$ cat config.mk
export PLATFORM = sky130hd
export DESIGN_NAME = irq_timer
export DESIGN_NICKNAME = d
export VERILOG_FILES = /design/src/rtl/irq_timer.sv
export SDC_FILE = /design/constraint.sdc
export NUM_CORES = 1
export LEC_CHECK = 0
export ABC_AREA = 1
export BUFFER_PORTS_ARGS = -buffer_cell sky130_fd_sc_hd__buf_4
export CAP_MARGIN = 25
export CORE_ASPECT_RATIO = 0.9
export CORE_MARGIN = 3
export CORE_UTILIZATION = 25
export DETAILED_ROUTE_END_ITERATION = 10
export SLEW_MARGIN = 10
export SYNTH_ARGS = -nofsm -noshare
export SYNTH_HDL_FRONTEND = slang
export SYNTH_SLANG_ARGS = --single-unit
$ cat constraint.sdc
create_clock -name i_clk -period 8.52 [get_ports i_clk]
set_input_delay 1.704 -clock i_clk [delete_from_list [all_inputs] [get_ports i_clk]]
set_output_delay 1.704 -clock i_clk [all_outputs]
set_load 0.01 [all_outputs]
$ cat src/rtl/irq_timer.sv
// irq_timer: 64-bit machine timer (mtime/mtimecmp with prescaler) and external IRQ sync/latch
// Ports: i_clk/i_rst clock and async active-high reset; i_ext_irq async external request;
//        i_cs/i_we/i_addr/i_wdata/o_rdata single-cycle word bus; o_t_irq/o_e_irq level IRQs to CSR.
module irq_timer #(
  parameter int PRESC_W  = 8,
  parameter bit EXT_EDGE = 1'b1
) (
  input  logic        i_clk,
  input  logic        i_rst,
  input  logic        i_ext_irq,
  input  logic        i_cs,
  input  logic        i_we,
  input  logic [4:0]  i_addr,
  input  logic [31:0] i_wdata,
  output logic [31:0] o_rdata,
  output logic        o_t_irq,
  output logic        o_e_irq
);
  logic [63:0]        mtime_q, mtime_d, cmp_q, cmp_d;
  logic [31:0]        shadow_q, shadow_d, sel;
  logic [PRESC_W-1:0] presc_q, presc_d, div_q, div_d;
  logic               en_q, en_d, s1_q, s2_q, s3_q, pend_q, pend_d, tirq_q;
  logic [2:0]         a;
  logic               wr, rd, tick, clr;
  logic               unused_addr;
  assign unused_addr = ^i_addr[1:0];
  assign a    = i_addr[4:2];
  assign wr   = i_cs & i_we;
  assign rd   = i_cs & ~i_we;
  assign tick = en_q && (div_q == presc_q);
  assign clr  = wr && a == 3'd5 && i_wdata[0];
  always_comb begin
    div_d    = en_q ? (tick ? '0 : div_q + 1'b1) : div_q;
    // a bus write to either half wins over a tick in the same cycle
    mtime_d  = (wr && a == 3'd0) ? {mtime_q[63:32], i_wdata} :
               (wr && a == 3'd1) ? {i_wdata, mtime_q[31:0]} :
               tick ? mtime_q + 64'd1 : mtime_q;
    cmp_d    = (wr && a == 3'd2) ? {cmp_q[63:32], i_wdata} :
               (wr && a == 3'd3) ? {i_wdata, cmp_q[31:0]} : cmp_q;
    en_d     = (wr && a == 3'd4) ? i_wdata[0] : en_q;
    presc_d  = (wr && a == 3'd4) ? i_wdata[8 +: PRESC_W] : presc_q;
    // snapshot the high half on a LO read so a LO-then-HI pair is carry-atomic
    shadow_d = (rd && a == 3'd0) ? mtime_q[63:32] : shadow_q;
    // set beats W1C when both happen in the same cycle
    pend_d   = EXT_EDGE ? ((s2_q & ~s3_q) | (pend_q & ~clr)) : s2_q;
  end
  always_ff @(posedge i_clk or posedge i_rst) begin
    if (i_rst) begin
      mtime_q  <= '0;
      cmp_q    <= '1;
      en_q     <= 1'b0;
      presc_q  <= '0;
      div_q    <= '0;
      shadow_q <= '0;
      s1_q     <= 1'b0;
      s2_q     <= 1'b0;
      s3_q     <= 1'b0;
      pend_q   <= 1'b0;
      tirq_q   <= 1'b0;
    end else begin
      mtime_q  <= mtime_d;
      cmp_q    <= cmp_d;
      en_q     <= en_d;
      presc_q  <= presc_d;
      div_q    <= div_d;
      shadow_q <= shadow_d;
      s1_q     <= i_ext_irq;
      s2_q     <= s1_q;
      s3_q     <= s2_q;
      pend_q   <= pend_d;
      tirq_q   <= mtime_q >= cmp_q;
    end
  end
  always_comb begin
    sel = (a == 3'd0) ? mtime_q[31:0] :
          (a == 3'd1) ? shadow_q :
          (a == 3'd2) ? cmp_q[31:0] :
          (a == 3'd3) ? cmp_q[63:32] :
          (a == 3'd4) ? ((32'(presc_q) << 8) | {31'b0, en_q}) :
          (a == 3'd5) ? {30'b0, tirq_q, pend_q} : 32'h0;
  end
  assign o_rdata = rd ? sel : 32'h0;
  assign o_t_irq = tirq_q;
  assign o_e_irq = pend_q;
endmodule
==> results of run 1 <==
[per-layer routing]
layer / vias to the layer above / track usage / part of all wire
li1: 6084 / - / -
met1: 6040 / 0.2386 / 0.46
met2: 433 / 0.2769 / 0.45
met3: 36 / 0.04024 / 0.074
met4: 0 / 0.04026 / 0.014
met5: - / 0 / 0
[cell type report]
type                    instances  area [um^2]
clock inverters                13        193.9
flip-flops and latches        182         4634
clock buffers                  19        432.9
fillers                      5390        34950
multi-input cells            1387         6843
well taps                     671        839.6
repair buffers                 88        740.7
inverters                     209        792.0
[sequential cells by signal, indices dropped and copies added, names as in the netlist]
register	flops
o_t_irq	1
presc_q	8
o_e_irq	1
div_q	8
s3_q	1
mtime_q	64
s2_q	1
s1_q	1
en_q	1
shadow_q	32
cmp_q	64
[per-stage QoR]
step                hold slack [ps]  power (W)  cells  area (um^2)
finish                        350.1   0.003583   2569        14480
global route                  363.3   0.003849   2569        14480
CTS                           356.4   0.003578   2568        14450
detailed placement            341.0   0.002693   2536        13820
global placement              336.6   0.002642   2533        13740
floorplan                     331.2   0.002255   1846        12560
[cell usage after synthesis, drive strengths merged, types with 3 or more instances]
cell    number
nand2      564
o21ai      231
inv        208
nor2       196
nand3      122
dfrtp      118
a21oi      102
ha          66
dfstp       64
clkbuf      39
buf         29
nand4       28
nor3        19
o22ai       17
o211ai       6
o221ai       6
xor2         6
xnor2        4
and2         3
o21a         3
or2          3
[final timing paths]
check                      startpoint     endpoint  depth (start not counted)
setup reg to reg           mtime_q[0]  mtime_q[26]                         10
hold reg to reg                  s1_q         s2_q                          0
min in group asynchronous       i_rst         s1_q                          2
hold / removal                   s1_q         s2_q                          0
setup / recovery            i_addr[4]  o_rdata[11]                          8
max in group asynchronous       i_rst    cmp_q[18]                          4
[critical path: stages]
cell	delay (ps)
buf_4	170
inv_1	100
nand2_4	410
clkinv_1	680
buf_4	450
a21oi_1	170
a21oi_1	120
buf_4	160
[where the power goes]
part,total [W],internal [W],leakage (nW),switching [W]
Sequential,0.00152,0.00117,2.16,0.000350
Clock,0.000877,0.000496,0.303,0.000381
Combinational,0.00119,0.000453,4.08,0.000736
[logic make-up (layout without fill, tap and decap cells)]
logic type               count (synthesis)  after routing  share of synthesized area
flip-flops                             182            182                     0.3689
AO/OA/AOI/OAI                          370            370                     0.1548
XOR/XNOR                                10             10                   0.006970
buffers and inverters                  277            329                    0.08753
adder cells (fa/ha/maj)                 66             66                    0.06572
AND/OR/NAND/NOR                        941            941                     0.3161
==> qor.csv, run 1 <==
metric;value;unit
status;completed;
ctsResizeCount;0;
ys_ff_latch;182;
grt_overflow;0;
wl_per_cell;17.98;um
synthTopCellsByArea;dfrtp_1 (24%), nand2_1 (16%), dfstp_2 (13%);
die_area;52990;um^2
syn_inst;1846;
cts_hold_buffers;0;
grt_pass1_vias;11960;
synth_cell_types;44;
path_clk_slew;60;ps
synth_area_per_cell;6.806;um^2
synthFlopType;dfrtp_1;
synth_edf_count;0;
cts_buffers;17;
drive_above_1_share;0.1217;
crit_fanout;33;
period_share;0.6697;
postRouteAntennaNets;0;
ir_drop;0.1244;mV
io_buffers;73;
drtIter0Drc;1132;
grt_start_max_net_pins;110;
h-tree-depth;4;
post-cts-setup-buffers;0;
wl;46.20;mm
remaining_drc_errors;0;
vias;12590;
place_congestion;0.9578;
syn_nets;1954;
synth_area_leader_cell;dfrtp_1;
die_y;218.7;um
grt_pass1_wl;71.08;mm
setup_viol;0;
place_ws;2848;ps
clk-insertion-delay-late;460;ps
first_pass_iters;6;
rsz0062_at_grt;no;
antenna_cells;0;
synthesis.area;12560;um^2
die_width;242.3;um
cp-start-kind;input port;
tightest_slew;1002;ps
cp.required;6820;ps
fin_nets;1993;
final.min_clock_period;5706;ps
place_hpwl;35.04;mm
cp-end-kind;primary output;
grt_antenna_before_repair;0;
slew_headroom;0.3303;
fin_ws;2814;ps
via_per_inst;4.902;
ioPinCount;76;
core;49420;um^2
clkSinkCount;182;
slew_violations;0;
async_flop_share;1.000;
r2r_slack;5860;ps
final_common_cell;nand2_1;
p_per_area;247.5;nW/um^2
fin_worst_skew;16.10;ps
finalSetupTns;0;ps
min_path_type;register to register;
syn_to_final_growth;15.22;%
hold_viol;0;
ys_warn_count;0;
initial_core_util;0.2542;
final_core_util;0.2929;
grt_use_total;0.1736;
p_leak;6.538;nW
synth_top_area_share;0.2350;
cts_tree;built;
layout_common_cells;nand2_1 (549), o21ai_0 (215), inv_1 (200);
timing.fmax;175.2;MHz
seq_area_frac_synth;0.3689;
clockBufferDepth;2;
worstSetupPathType;input port to primary output;
ctsRootBufferMaster;clkbuf_16;
cp.arrival;4000;ps
rows;77;
maxCapViolCount;0;
No activity file was read; power rests on OpenSTA's default activity.
==> run 2: changes to the inputs <==
- ABC_AREA: 1 -> 0
- clock period: 8.52 -> 5 ns (I/O delays scaled with it)
==> run 2 against run 1 <==
Die area is 7.9% lower. Clock-buffer cell count unchanged. Non-clock buffer count increased by 7. Via count decreased by 19%. Largest power group unchanged. Combinational power grew 25%. Design area shrank 7.5%. Area after synthesis decreased by 8.2%. Synthesized cell count down 32%. Register-to-register slack got worse by 3900 ps.
==> qor.csv, run 2 <==
metric;value;unit;change
ctsResizeCount;0;;unchanged
maxCapViolCount;0;;unchanged
max_stage_delay;450;ps;-230 ps
remaining_drc_errors;0;;unchanged
die_width;232.5;um;-4.1%
synth_top_area_share;0.2559;;+0.02087
place_congestion;0.8865;;-7.4%
wl_per_cell;20.21;um;+12%
cts_hold_buffers;0;;unchanged
synth_cell_types;68;;+55%
async_flop_share;1.000;;unchanged
period_share;0.7741;;
status;completed;;
critPathSlowestCell;buf_4;;
synth_area_per_cell;9.144;um^2;+34%
ir_drop;0.2454;mV;+97%
ys_ff_latch;182;;unchanged
post-cts-setup-buffers;0;;unchanged
h-tree-depth;4;;unchanged
synthFlopType;dfrtp_1;;
cp-end-kind;primary output;;
yosys-top-cells-count;nand2_1 (121), dfrtp_1 (118), nor2_1 (97), o21ai_0 (95), inv_1 (83);;
cts_buffers;17;;unchanged
grt_start_max_net_pins;106;;-3.6%
grt_use_total;0.1587;;-0.01489
crit_fanout;24;;-27%
initial_core_util;0.2538;;-0.0003820
min_path_type;register to register;;
syn_to_final_growth;16.07;%;
cp.arrival;2870;ps;-1130 ps
cp_cell_sequence;buf_4 -> buf_4 -> mux2_2 -> a22oi_1 -> o22a_1 -> nor2_1 -> buf_4;;
setup_viol;0;;unchanged
grt_pass1_wl;60.09;mm;-15%
top_usage_layer;met2;;
ioPinCount;76;;unchanged
p_leak;5.451;nW;-17%
clkSinkCount;182;;unchanged
fin_worst_skew;16.68;ps;+0.5821 ps
grt_pass1_vias;10080;;-16%
via_per_inst;5.327;;+8.7%
top_regs;cmp_q (64), mtime_q (64), shadow_q (32);;
io_buffers;73;;unchanged
fin_nets;1411;;-29%
gr-usage-met3;0.03067;;-0.009567
p_per_area;392.1;nW/um^2;+58%
use_met2;0.2492;;-0.02774
syn_nets;1370;;-30%
synth_most_common_cell;nand2_1;;
ctsRootBufferMaster;clkbuf_16;;
worstSetupPathType;input port to primary output;;
cp-start-kind;input port;;
critPathMostFrequentCell;buf_4;;
rsz0062_at_grt;no;;
critical-path-top-delay-family;buffers and inverters;;
tightest_slew;923.2;ps;-78.85 ps
cp.required;4000;ps;-2820 ps
path_buf_inv;3;;-2
layout_common_cells;nand2_1 (120), dfrtp_1 (118), nor2_1 (97);;
die_y;209.8;um;-4.1%
hold_viol;0;;unchanged
slew_violations;0;;unchanged
timing.fmax;258.4;MHz;
rows;74;;-3.9%
vias;10260;;-19%
slew_headroom;0.3788;;+0.04851
clockBufferDepth;2;;unchanged
met1_usage;0.2156;;-0.02304
p_total;0.005252;W;+47%
path_clk_slew;70;ps;about the same
first_pass_iters;6;;unchanged
final_common_cell;nand2_1;;
synthesis.area;11540;um^2;-8.2%
seq_area_frac_synth;0.4016;;+0.03275
final.min_clock_period;3871;ps;
finalSetupTns;0;ps;unchanged
die_area;48780;um^2;-7.9%
grt_overflow;0;;unchanged
grt_antenna_before_repair;0;;unchanged
synth_area_leader_cell;dfrtp_1;;
wl;38.90;mm;-16%
synthTopCellsByArea;dfrtp_1 (26%), dfstp_2 (15%), ha_1 (7.2%);;
postRouteAntennaNets;0;;unchanged
cts_tree;built;;
place_hpwl;27.71;mm;-21%
clk-insertion-delay-late;450;ps;about the same
drive_above_1_share;0.2196;;+0.09790
ys_warn_count;0;;unchanged
drtIter0Drc;1035;;-8.6%
core;45460;um^2;-8.0%
synth_edf_count;0;;unchanged
syn_inst;1262;;-32%
num-fill-cells;4710;;-13%
[run 2: final timing paths]
| kind | endpoint | cells past startpoint | from | slack [ps] |
|---|---|---|---|---|
| min in group asynchronous | mtime_q[55] | 2 | i_rst | 580 |
| min reg2reg | s2_q | 0 | s1_q | 350 |
| max reg2reg | mtime_q[47] | 6 | mtime_q[15] | 1930 |
| min | s2_q | 0 | s1_q | 350 |
| max | o_rdata[14] | 7 | i_addr[3] | 1130 |
| max in group asynchronous | shadow_q[11] | 3 | i_rst | 3280 |
[run 2: logic make-up (layout without fill, tap and decap cells)]
logic type	count (synthesis)	in the layout	share of synthesized area
other	0	1	0
AOI/OAI and AO/OA	317	317	0.1799
and+or+nand+nor	418	418	0.1824
buffers and inverters	156	210	0.05183
muxes	106	106	0.09986
xor gates and xnor gates	17	17	0.01290
DFF	182	182	0.4016
adders and majority gates	66	66	0.07156
[run 2: cell type report]
| class | count | area [um^2] | share of cell area |
|---|---|---|---|
| clock inverter | 13 | 170.2 | 0.01270 |
| tap | 608 | 760.7 | 0.05680 |
| clock buffer | 19 | 442.9 | 0.03307 |
| antenna | 1 | 2.502 | 0.0001868 |
| inverter | 83 | 315.3 | 0.02354 |
| multi-input combinational | 924 | 6342 | 0.4735 |
| sequential | 182 | 4634 | 0.3460 |
| timing repair buffer | 95 | 725.7 | 0.05418 |
[run 2: stage by stage]
stage          hold slack [ps]  std cells  cell area, um^2  worst slack (ps)  utilization
4_1_cts                  351.3       1924            13390              1114       0.2946
2_1_floorplan            331.2       1262            11540              1424            -
6_report                 349.9       1925            13390              1129       0.2946
5_1_grt                  375.1       1924            13390              1068       0.2946
3_3_place_gp             338.3       1892            12780              1122       0.2811
3_5_place_dp             334.7       1892            12780              1128       0.2811
[run 2: power breakdown]
| group | switching, W | total [W] | internal (W) |
|---|---|---|---|
| clock network | 0.000636 | 0.00145 | 0.000809 |
| logic | 0.000830 | 0.00149 | 0.000658 |
| registers | 0.000404 | 0.00232 | 0.00191 |
[run 2: per-layer routing]
metal,wire length (um),part of all wire
met1,16820,0.43
met2,17650,0.45
met3,3100,0.080
met4,1325,0.034
met5,0,0
